File: config.mk
export PLATFORM = sky130hd
export DESIGN_NAME = seg_scan4_flat
export DESIGN_NICKNAME = d
export VERILOG_FILES = /design/src/rtl/seg_scan4_if.sv /design/src/rtl/seg_scan4.sv /design/src/flat_wrapper.sv
export SDC_FILE = /design/constraint.sdc
export NUM_CORES = 1
export LEC_CHECK = 0
export CORE_UTILIZATION = 35
export DETAILED_ROUTE_END_ITERATION = 10
export GPL_TIMING_DRIVEN = 0
export PLACE_DENSITY = 0.54
export SLEW_MARGIN = 10
export SYNTH_ARGS = -nofsm -noshare
export SYNTH_HDL_FRONTEND = slang
export SYNTH_SLANG_ARGS = --single-unit
File: constraint.sdc
create_clock -name clk -period 4.5 [get_ports clk]
set_input_delay 0.45 -clock clk [delete_from_list [all_inputs] [get_ports clk]]
set_output_delay 0.45 -clock clk [all_outputs]
set_load 0.02 [all_outputs]
File: src/rtl/seg_scan4_if.sv
// Load-side and display-side signals of the four-digit seven-segment scanner.
interface seg_scan4_if;
    logic       load;
    logic [6:0] d0;
    logic [6:0] d1;
    logic [6:0] d2;
    logic [6:0] d3;
    logic [3:0] dig_en;
    logic [6:0] seg_n;
    logic [3:0] an_n;
    logic       frame_start;
    logic       pending;

    modport master (
        output load, d0, d1, d2, d3, dig_en,
        input  seg_n, an_n, frame_start, pending
    );

    modport slave (
        input  load, d0, d1, d2, d3, dig_en,
        output seg_n, an_n, frame_start, pending
    );
endinterface

File: src/rtl/seg_scan4.sv
// Four-digit seven-segment scanner: blanked time-multiplexing with
// double-buffered codes that commit only at frame boundaries.
module seg_scan4 #(
    parameter int unsigned DIGIT_CYCLES = 50000,
    parameter int unsigned BLANK_CYCLES = 500
) (
    input  logic        clk,
    input  logic        rst,
    seg_scan4_if.slave  bus
);
    localparam int unsigned CW = (DIGIT_CYCLES > 1) ? $clog2(DIGIT_CYCLES) : 1;
    localparam logic [CW-1:0] CNT_LAST  = CW'(DIGIT_CYCLES - 1);
    localparam logic [CW-1:0] CNT_BLANK = CW'(BLANK_CYCLES);
    localparam logic [6:0]    SEG_OFF   = 7'h7F;
    localparam logic [3:0]    AN_OFF    = 4'hF;

    logic [CW-1:0]   cnt, cnt_nxt;
    logic [1:0]      slot, slot_nxt;
    logic [3:0][6:0] act_code, act_code_nxt;
    logic [3:0]      act_en, act_en_nxt;
    logic [3:0][6:0] pend_code, pend_code_nxt;
    logic [3:0]      pend_en, pend_en_nxt;
    logic            pending, pending_nxt;
    logic [6:0]      seg_q, seg_nxt;
    logic [3:0]      an_q, an_nxt;
    logic            fs_q, fs_nxt;
    logic            slot_end;
    logic            frame_end;
    logic [3:0][6:0] in_code;

    assign in_code   = {bus.d3, bus.d2, bus.d1, bus.d0};
    assign slot_end  = (cnt == CNT_LAST);
    assign frame_end = slot_end && (slot == 2'd3);

    // Next-state for counters, buffers and the registered display outputs.
    always_comb begin
        cnt_nxt       = slot_end ? '0 : cnt + CW'(1);
        slot_nxt      = slot_end ? slot + 2'd1 : slot;
        act_code_nxt  = act_code;
        act_en_nxt    = act_en;
        pend_code_nxt = pend_code;
        pend_en_nxt   = pend_en;
        pending_nxt   = pending;
        seg_nxt       = SEG_OFF;
        an_nxt        = AN_OFF;

        if (bus.load) begin
            pend_code_nxt = in_code;
            pend_en_nxt   = bus.dig_en;
        end

        // A load coinciding with the boundary bypasses the pending stage.
        if (frame_end) begin
            pending_nxt = 1'b0;
            if (bus.load) begin
                act_code_nxt = in_code;
                act_en_nxt   = bus.dig_en;
            end else if (pending) begin
                act_code_nxt = pend_code;
                act_en_nxt   = pend_en;
            end
        end else if (bus.load) begin
            pending_nxt = 1'b1;
        end

        if ((cnt_nxt >= CNT_BLANK) && act_en_nxt[slot_nxt]) begin
            an_nxt  = ~(4'b0001 << slot_nxt);
            seg_nxt = act_code_nxt[slot_nxt];
        end

        fs_nxt = (slot_nxt == 2'd0) && (cnt_nxt == '0);
    end

    always_ff @(posedge clk) begin
        if (rst) begin
            cnt       <= '0;
            slot      <= 2'd0;
            act_code  <= {4{SEG_OFF}};
            act_en    <= 4'b0000;
            pend_code <= {4{SEG_OFF}};
            pend_en   <= 4'b0000;
            pending   <= 1'b0;
            seg_q     <= SEG_OFF;
            an_q      <= AN_OFF;
            fs_q      <= 1'b1;
        end else begin
            cnt       <= cnt_nxt;
            slot      <= slot_nxt;
            act_code  <= act_code_nxt;
            act_en    <= act_en_nxt;
            pend_code <= pend_code_nxt;
            pend_en   <= pend_en_nxt;
            pending   <= pending_nxt;
            seg_q     <= seg_nxt;
            an_q      <= an_nxt;
            fs_q      <= fs_nxt;
        end
    end

    assign bus.seg_n       = seg_q;
    assign bus.an_n        = an_q;
    assign bus.frame_start = fs_q;
    assign bus.pending     = pending;
endmodule

File: src/flat_wrapper.sv
// flat-port wrapper written by rule: the top's interface ports become plain ports
module seg_scan4_flat 
#(
    parameter int unsigned DIGIT_CYCLES = 50000,
    parameter int unsigned BLANK_CYCLES = 500
)
  (clk, rst, bus_load, bus_d0, bus_d1, bus_d2, bus_d3, bus_dig_en, bus_seg_n, bus_an_n, bus_frame_start, bus_pending);
  seg_scan4_if bus_i ();
  input  logic clk;
  input  logic rst;
  input wire logic [$bits(bus_i.load)-1:0] bus_load;
  input wire logic [$bits(bus_i.d0)-1:0] bus_d0;
  input wire logic [$bits(bus_i.d1)-1:0] bus_d1;
  input wire logic [$bits(bus_i.d2)-1:0] bus_d2;
  input wire logic [$bits(bus_i.d3)-1:0] bus_d3;
  input wire logic [$bits(bus_i.dig_en)-1:0] bus_dig_en;
  output wire logic [$bits(bus_i.seg_n)-1:0] bus_seg_n;
  output wire logic [$bits(bus_i.an_n)-1:0] bus_an_n;
  output wire logic [$bits(bus_i.frame_start)-1:0] bus_frame_start;
  output wire logic [$bits(bus_i.pending)-1:0] bus_pending;
  assign bus_i.load = bus_load;
  assign bus_i.d0 = bus_d0;
  assign bus_i.d1 = bus_d1;
  assign bus_i.d2 = bus_d2;
  assign bus_i.d3 = bus_d3;
  assign bus_i.dig_en = bus_dig_en;
  assign bus_seg_n = bus_i.seg_n;
  assign bus_an_n = bus_i.an_n;
  assign bus_frame_start = bus_i.frame_start;
  assign bus_pending = bus_i.pending;
  seg_scan4 #(.DIGIT_CYCLES(DIGIT_CYCLES), .BLANK_CYCLES(BLANK_CYCLES)) u_core (.clk(clk), .rst(rst), .bus(bus_i));
endmodule
Yosys cells after proc, flatten, opt, wreduce, memory -nomap -nowiden
Cells that the tools add are included.
Word-level totals
  register bits after elaboration: 95
  bits in latches: 0
  RAM bits: 0
  ROM bits: 0
  bits of input ports: 35
  output and inout bits: 13
  word-level logic and storage cells: 44
  memories kept: 0
Operators by class
  $add $sub $neg: 2
  multipliers: 0
  div/mod/pow operators: 0
  magnitude comparators: 2
  equal/unequal tests: 2
  shifts and indexed selects: 1
  multiplexer cells: 12
  bitwise gates (word level): 2
  reductions and logical operators: 7
Operator list (number)
  $mux 28: 3
  $add 16x1->16 const B: 1
  $eq 16x16->1 const B: 1
  $ge 16x9->1 const B: 1
  $logic_not 16->1: 1
  $mux 16: 1
  $bmux 7 s2: 1
  $mux 4: 3
  $mux 7: 1
  $not 4->4: 1
  $reduce_or 2->1: 2
  $shl 1x2->4 const A: 1
  $logic_and 1x1->1: 3
  $lt 2x3->1 const B: 1
  $add 2x1->2 const B: 1
  $bmux 1 s2: 1
  $eq 2x2->1 const B: 1
  $logic_not 2->1: 1
  $mux 2: 1
  $mux 1: 1
  $not 1->1: 1

Depth between registers and ports, before layout
Gate-level depths: netlist of the first run.
  depth after elaboration: 8
  gate-level depth with buffers: 11
  depth with buffers taken out: 8

Worst setup path after synthesis of the first run
No wires, ideal clock.
  path kind: reg-to-reg
  from: register u_core.cnt[0]
  to: register u_core.seg_q[6], in the netlist u_core.bus.seg_n[6]
  library setup time: 0.134 ns
  arrival: 2.777 ns
  required time: 4.366 ns
  slack: 1.589 ns
  stages on the path, launching flop included: 11
  buffers on the path: 2
  period minus slack after synthesis: 2.911 ns
  cell sequence: dfxtp_1 > ha_1 > clkbuf_1 > nand3_1 > nor3_2 > buf_2 > nand3_2 > o21ai_0 > a222oi_1 > a221o_1 > or4_1
On the way
  cells in the longest elaborated chain, start to end: 8
  elaborated cells on any way between the ends: 15
  classes of those cells: add/sub: 1; order compare: 1; eq/ne: 1; mux: 8; bitwise: 1; reduce/logical: 3
Ends and longest elaborated chain
  start, declared: line seg_scan4.sv:17  | logic [CW-1:0] cnt, cnt_nxt;
  start signal, assigned: line seg_scan4.sv:87  | cnt <= cnt_nxt;
  parallel branches: the longest is 8 deep, another holds $add 16x1->16
  end signal, assigned: line seg_scan4.sv:94  | seg_q <= seg_nxt;
  end, declared: line seg_scan4.sv:24  | logic [6:0] seg_q, seg_nxt;
Several ways; the timed one is not identified. The select of a mux whose other input is x is not followed.
A chain may end at the register's enable or synchronous reset.

Worst setup path in the final report of the first run
Ends and elaborated chain as after synthesis.

==> results of run 1 <==
-- synth_stat cells, drive strengths merged, types with 6 or more instances --
master / instances
nand2b: 36
o211ai: 13
clkbuf: 25
mux2i: 24
a211o: 10
and3: 7
nand2: 34
buf: 8
o22ai: 8
nand4: 8
nand3: 12
inv: 6
nor2b: 8
dfxtp: 95
mux2: 20
or2: 18
xor2: 7
nor3: 13
nor2: 42
a21oi: 24
o21ai: 13
or3: 8
-- power by group through the flow --
stage,Combinational [mW],Clock [mW],Sequential [mW]
finish,0.119,0.753,0.870
CTS,0.121,0.775,0.870
floorplan,0.0651,0,0.889
global placement,0.118,0,0.888
global route,0.131,0.810,0.871
detailed placement,0.120,0,0.889
-- worst max-delay path by stage --
stage,to,slack [ns],cells after the start
after CTS,u_core.bus.seg_n[6]$_SDFF_PP1_,0.97,10
after global placement,u_core.bus.seg_n[6]$_SDFF_PP1_,1.01,10
final,u_core.bus.seg_n[6]$_SDFF_PP1_,0.93,10
after floorplan,u_core.bus.seg_n[6]$_SDFF_PP1_,1.59,10
after detailed placement,u_core.bus.seg_n[6]$_SDFF_PP1_,0.99,10
after global routing,u_core.bus.seg_n[6]$_SDFF_PP1_,0.69,10
-- state kept, by name, summed over array words and instances (netlist names) --
name and cells:
u_core.slot 2, u_core.act_en 4, u_core.bus.seg_n 7, u_core.pend_en 4
u_core.act_code 28, u_core.bus.frame_start 1, u_core.pend_code 28, u_core.bus.an_n 4
u_core.cnt 16, u_core.bus.pending 1
-- cell type report --
class                      count  share of cell area (%)
buffer                        33                   2.569
clock buffer                   9                   4.166
clock inverter                 6                   1.296
inverter                       7                  0.4860
multi-input combinational    358                   43.90
sequential                    95                   35.18
tap                          168                   3.888
timing repair buffer          46                   8.517
-- worst max-delay path, delay by kind of cell, from the launching register on --
family | cells | cell delay, ns
compound gates | 3 | 0.85
fa+ha+maj | 1 | 0.17
buf+inv | 2 | 0.53
flops | 1 | 0.43
simple gates | 4 | 1.46
-- kinds of logic (layout without fill, tap and decap cells) --
| kind of cell | count (synthesis) | after routing | synth area share [%] |
|---|---|---|---|
| xor gates and xnor gates | 12 | 12 | 2.367 |
| DFF | 95 | 95 | 42.83 |
| and+or+nand+nor | 199 | 199 | 24.35 |
| buffers and inverters | 40 | 101 | 3.719 |
| adders and majority gates | 2 | 2 | 0.5634 |
| muxes | 44 | 44 | 10.48 |
| AOI/OAI and AO/OA | 101 | 101 | 15.69 |
-- layer usage --
metal / global-route usage, % / vias up / routed length (µm)
met3: 3.441 / 10 / 414
met2: 28.89 / 74 / 5139
met5: 0 / - / 0
met4: 5.714 / 0 / 145
met1: 23.54 / 1802 / 5425
li1: - / 1867 / -
==> results.yml, run 1 <==
outcome:
  status: "completed"
route:
  antenna_left: 0
  dr_total_vias: 3753
  dr.first_iter.drc_count: 272
  via_per_inst: 5.198
  drt-total-wl_um: 11130
  routedWlPerCell_um: 15.41
  dr.pass1.iters: 4
  route.detailed.drc: 0
global_routing:
  grt_usage_pct: 17.73
  antenna_found_initial: 0
  grt_max_degree: 17
  overflow: 0
  grt_pass1_vias: 3531
  grt_pass1_wl_um: 17860
setup_path:
  critical_path.endpoint_type: "flop"
  reg2reg_slack_ns: 0.93
  cp.required_ns: 4.71
  crit_fanout: 10
  critPathKind: "flop to flop"
  start_kind: "flop"
  crit-reg2reg-launch: "u_core.cnt[0]$_SDFF_PP0_"
  r2r_cells: 10
  critical-path-slowest-cell: "or4_1"
  cp_cell_sequence: "ha_1 > clkbuf_1 > nand3_1 > nor3_2 > buf_2 > nand3_2 > o21ai_0 > a222oi_1 > a221o_1 > or4_1"
  crit_start: "u_core.cnt[0]$_SDFF_PP0_"
  cp_slowest_stage_delay_ns: 0.53
  worstReg2RegEnd: "u_core.bus.seg_n[6]$_SDFF_PP1_"
  arrival_ns: 3.78
layout:
  multiInputGateArea_um2: 2374
  layout-drive-gt1-share_pct: 12.45
  seqCellArea_um2: 1902
  fin_area_um2: 5406
  fin_cells: 722
  layout_commonest_cell: "dfxtp_1"
  fin_nets: 587
  final_cell_mix: "dfxtp_1, clkdlybuf4s50_1, nor2_1"
  area_growth_pct: 21.75
  fin_util_pct: 44.27
  num_antenna_cells: 0
  nFillCells: 1266
synthesis:
  synth_area_um2: 4441
  ys_types: 58
  synthTopCellsByArea: "dfxtp_1, mux2i_1, nand2b_1, mux2_2, nor2_1"
  ys.flop_type: "dfxtp_1"
  synthArstFlopShare_pct: 0
  avgSynthCellArea_um2: 9.007
  synth_edf_count: 0
  yosys_warnings: 0
  ys_seq_area_share_pct: 42.83
  synth_cells: 493
  ys_seq_elements: 95
  yosysTopAreaCell: "dfxtp_1"
  syn-num-nets: 530
  yosysTopAreaCellShare_pct: 42.83
power_and_ir_drop:
  switching_power_uw: 383.6
  irDropWorstVdd_mv: 0.1877
  switching_share_pct: 22.03
  p_leak_nw: 1.979
  p_int_mw: 1.358
  power.density_nw_per_um2: 322.1
  seq_power_share_pct: 49.9
  p_total_mw: 1.741
  p_clk_share_pct: 43.2
  pwr-share-comb_pct: 6.8
sta:
  period_share_pct: 79.38
  final-max-slew-violation-count: 0
  finalSetupViolations: 0
  fin_crit_ns: 3.572
  setup_slack_ns: 0.9281
  slew_headroom_pct: 42.53
  fmax_mhz: 280.0
  clock_skew_ns: 0.007653
  hold_violations: 0
  worst_pin_slew_ns: 0.8621
  tns_ns: 0
  rsz0062_at_grt: "no"
  fin_hold_ws_ns: 0.4672
floorplanning:
  std_cell_rows: 40
  start_util_pct: 36.36
  io-pin-count: 48
  die_x_um: 114.6
  coreArea_um2: 12210
  die_h_um: 114.6
  dieArea_um2: 13140
cts:
  cts_resized: 0
  postCtsSetupRepairBufs: 0
  clk_path_buf_depth: 2
  h-tree-depth: 3
  numCtsBuffers: 9
  ctsHoldBuffers: 0
  clkSinkCount: 95
  path_clk_slew_ns: 0.07
  cts_tree: "done"
  insertion_delay_ns: 0.34
  cts-root-buf: "clkbuf_16"
hold_path:
  hold_path_end: "u_core.act_code[26]$_SDFF_PP1_"
  whs_path_depth: 2
  hp-class: "flop to flop"
  hold_start: "u_core.act_code[26]$_SDFF_PP1_"
placed_design:
  place_ws_ns: 0.9875
  io_buffers: 46
  dp_cells: 707
  placed_cell_area_um2: 5111
  globalplace.congestion: 0.8599
  place_hpwl_um: 8197
job:
  max_cap_viol_count: 0
(Power assumes the default switching activity.)
==> inputs of run 2 (changes only) <==
- clock period: 4.5 -> 3.5 ns (I/O delays scaled with it)
==> run 2 against run 1 <==
Effect of this change: register-to-register slack got worse by 0.77 ns; sequential power rose by 29%; power rose by 29%; die area did not move; critical endpoint unchanged; core utilization rose by 0.12 points; cell area rose by 0.28%; non-clock buffer count did not move; clock skew barely moved; worst setup slack got worse by 0.77 ns; critical path type unchanged; largest cell class unchanged.
==> results.yml, run 2 (synthesis gave the netlist of run 1 again) <==
sta:
  tns_ns: 0
  finalSetupViolations: 0
  fmax_mhz: 299.6
  clock_skew_ns: 0.007729
  period_share_pct: 95.38
  rsz0062_at_grt: "no"
  fin_hold_ws_ns: 0.4666
  slew_headroom_pct: 42.58
  setup_slack_ns: 0.1617
  worst_pin_slew_ns: 0.8613
  fin_crit_ns: 3.338
  hold_violations: 0
  final-max-slew-violation-count: 0
layout:
  nFillCells: 1267
  final_cell_mix: "dfxtp_1, clkdlybuf4s50_1, nor2_1"
  layout-drive-gt1-share_pct: 13.00
  seqCellArea_um2: 1902
  area_growth_pct: 22.09
  fin_nets: 587
  num_antenna_cells: 0
  multiInputGateArea_um2: 2389
  layout_commonest_cell: "dfxtp_1"
  fin_area_um2: 5421
  top_regs: "u_core.act_code x28, u_core.pend_code x28, u_core.cnt x16"
route:
  met3_length_um: 466
  dr.pass1.iters: 4
  wl_met1_um: 5396
  via_per_inst: 5.212
  routedWlPerCell_um: 15.44
  dr_wl_met2_um: 5128
  drt-total-wl_um: 11150
  route.detailed.drc: 0
  dr.first_iter.drc_count: 250
  antenna_left: 0
  highest_layer: "met4"
  dr_total_vias: 3763
placed_design:
  placed_cell_area_um2: 5111
  place_hpwl_um: 8197
  io_buffers: 46
  place_ws_ns: -0.01251
  globalplace.congestion: 0.8599
hold_path:
  hp-class: "flop to flop"
job:
  max_cap_viol_count: 0
cts:
  insertion_delay_ns: 0.34
  cts_tree: "done"
  path_clk_slew_ns: 0.07
  numCtsBuffers: 9
  clk_path_buf_depth: 2
  h-tree-depth: 3
  cts-root-buf: "clkbuf_16"
  clkSinkCount: 95
global_routing:
  overflow: 0
  grt_usage_pct: 17.73
  grt_max_degree: 17
  grt_pass1_wl_um: 17860
  grt_pass1_vias: 3531
  antenna_found_initial: 0
floorplanning:
  start_util_pct: 36.36
  io-pin-count: 48
  die_x_um: 114.6
  coreArea_um2: 12210
  dieArea_um2: 13140
  std_cell_rows: 40
  die_h_um: 114.6
power_and_ir_drop:
  irDropWorstVdd_mv: 0.2411
  power.density_nw_per_um2: 413.3
  p_leak_nw: 1.981
setup_path:
  critical-path-slowest-cell: "a21oi_1"
  cp_cell_sequence: "ha_1 > clkbuf_1 > nand3_2 > nor3_2 > buf_2 > a21o_1 > nor2_1 > a21oi_1 > o32ai_1 > or4_1"
  critPathKind: "flop to flop"
  arrival_ns: 3.55
  cp.required_ns: 3.71
  crit_fanout: 10
  start_kind: "flop"
  cp_slowest_stage_delay_ns: 0.68
  critical_path.endpoint_type: "flop"
outcome:
  status: "completed"
==> run 2: layer usage <==
layer	up-vias	GRT usage [%]
li1	1866	-
met1	1799	23.54
met2	85	28.89
met3	13	3.441
met4	0	5.714
met5	-	0
==> run 2: cell type report <==
class / instances / area share [%]
Tap cell: 168 / 3.877
Sequential cell: 95 / 35.08
Clock inverter: 6 / 1.292
Buffer: 33 / 2.562
Timing Repair Buffer: 46 / 8.493
Multi-Input combinational cell: 358 / 44.06
Inverter: 7 / 0.4847
Clock buffer: 9 / 4.154
==> run 2: final timing paths <==
kind                                       start                        endpoint  slack, ns  cells after the start
setup reg to reg        u_core.cnt[0]$_SDFF_PP0_  u_core.bus.seg_n[6]$_SDFF_PP1_       0.16                     10
hold / removal    u_core.act_code[23]$_SDFF_PP1_  u_core.act_code[23]$_SDFF_PP1_       0.47                      2
hold reg to reg   u_core.act_code[23]$_SDFF_PP1_  u_core.act_code[23]$_SDFF_PP1_       0.47                      2
setup / recovery        u_core.cnt[0]$_SDFF_PP0_  u_core.bus.seg_n[6]$_SDFF_PP1_       0.16                     10
==> run 2: report_power, final <==
part | switching [mW] | internal (mW) | total (mW)
clock | 0.415 | 0.554 | 0.969
sequential | 0.0101 | 1.11 | 1.12
combinational | 0.0704 | 0.0833 | 0.154
total | 0.495 | 1.75 | 2.24
==> run 2: metrics by stage <==
stage / power [mW] / util [%] / instances
after global routing: 2.330 / 44.40 / 722
after floorplan: 1.226 / - / 493
after detailed placement: 1.297 / 41.85 / 707
final: 2.241 / 44.40 / 722
after CTS: 2.270 / 44.31 / 722
after global placement: 1.294 / 41.85 / 707
==> run 2: timing repair <==
item | CTS | global route
gates resized for setup | 1 | 3
endpoints found under the hold margin | 0 | 0
buffers inserted | 0 | 0
hold buffers | 0 | 0
endpoints found under the setup margin | 1 | 11
==> run 2: worst max-delay path: cells and delay by family, from the launching register on <==
family	cells	cell delay, ns
AO/OA/AOI/OAI	3	1.05
adder cells (fa/ha/maj)	1	0.17
buffers and inverters	2	0.54
flip-flops	1	0.43
AND/OR/NAND/NOR	4	1.03
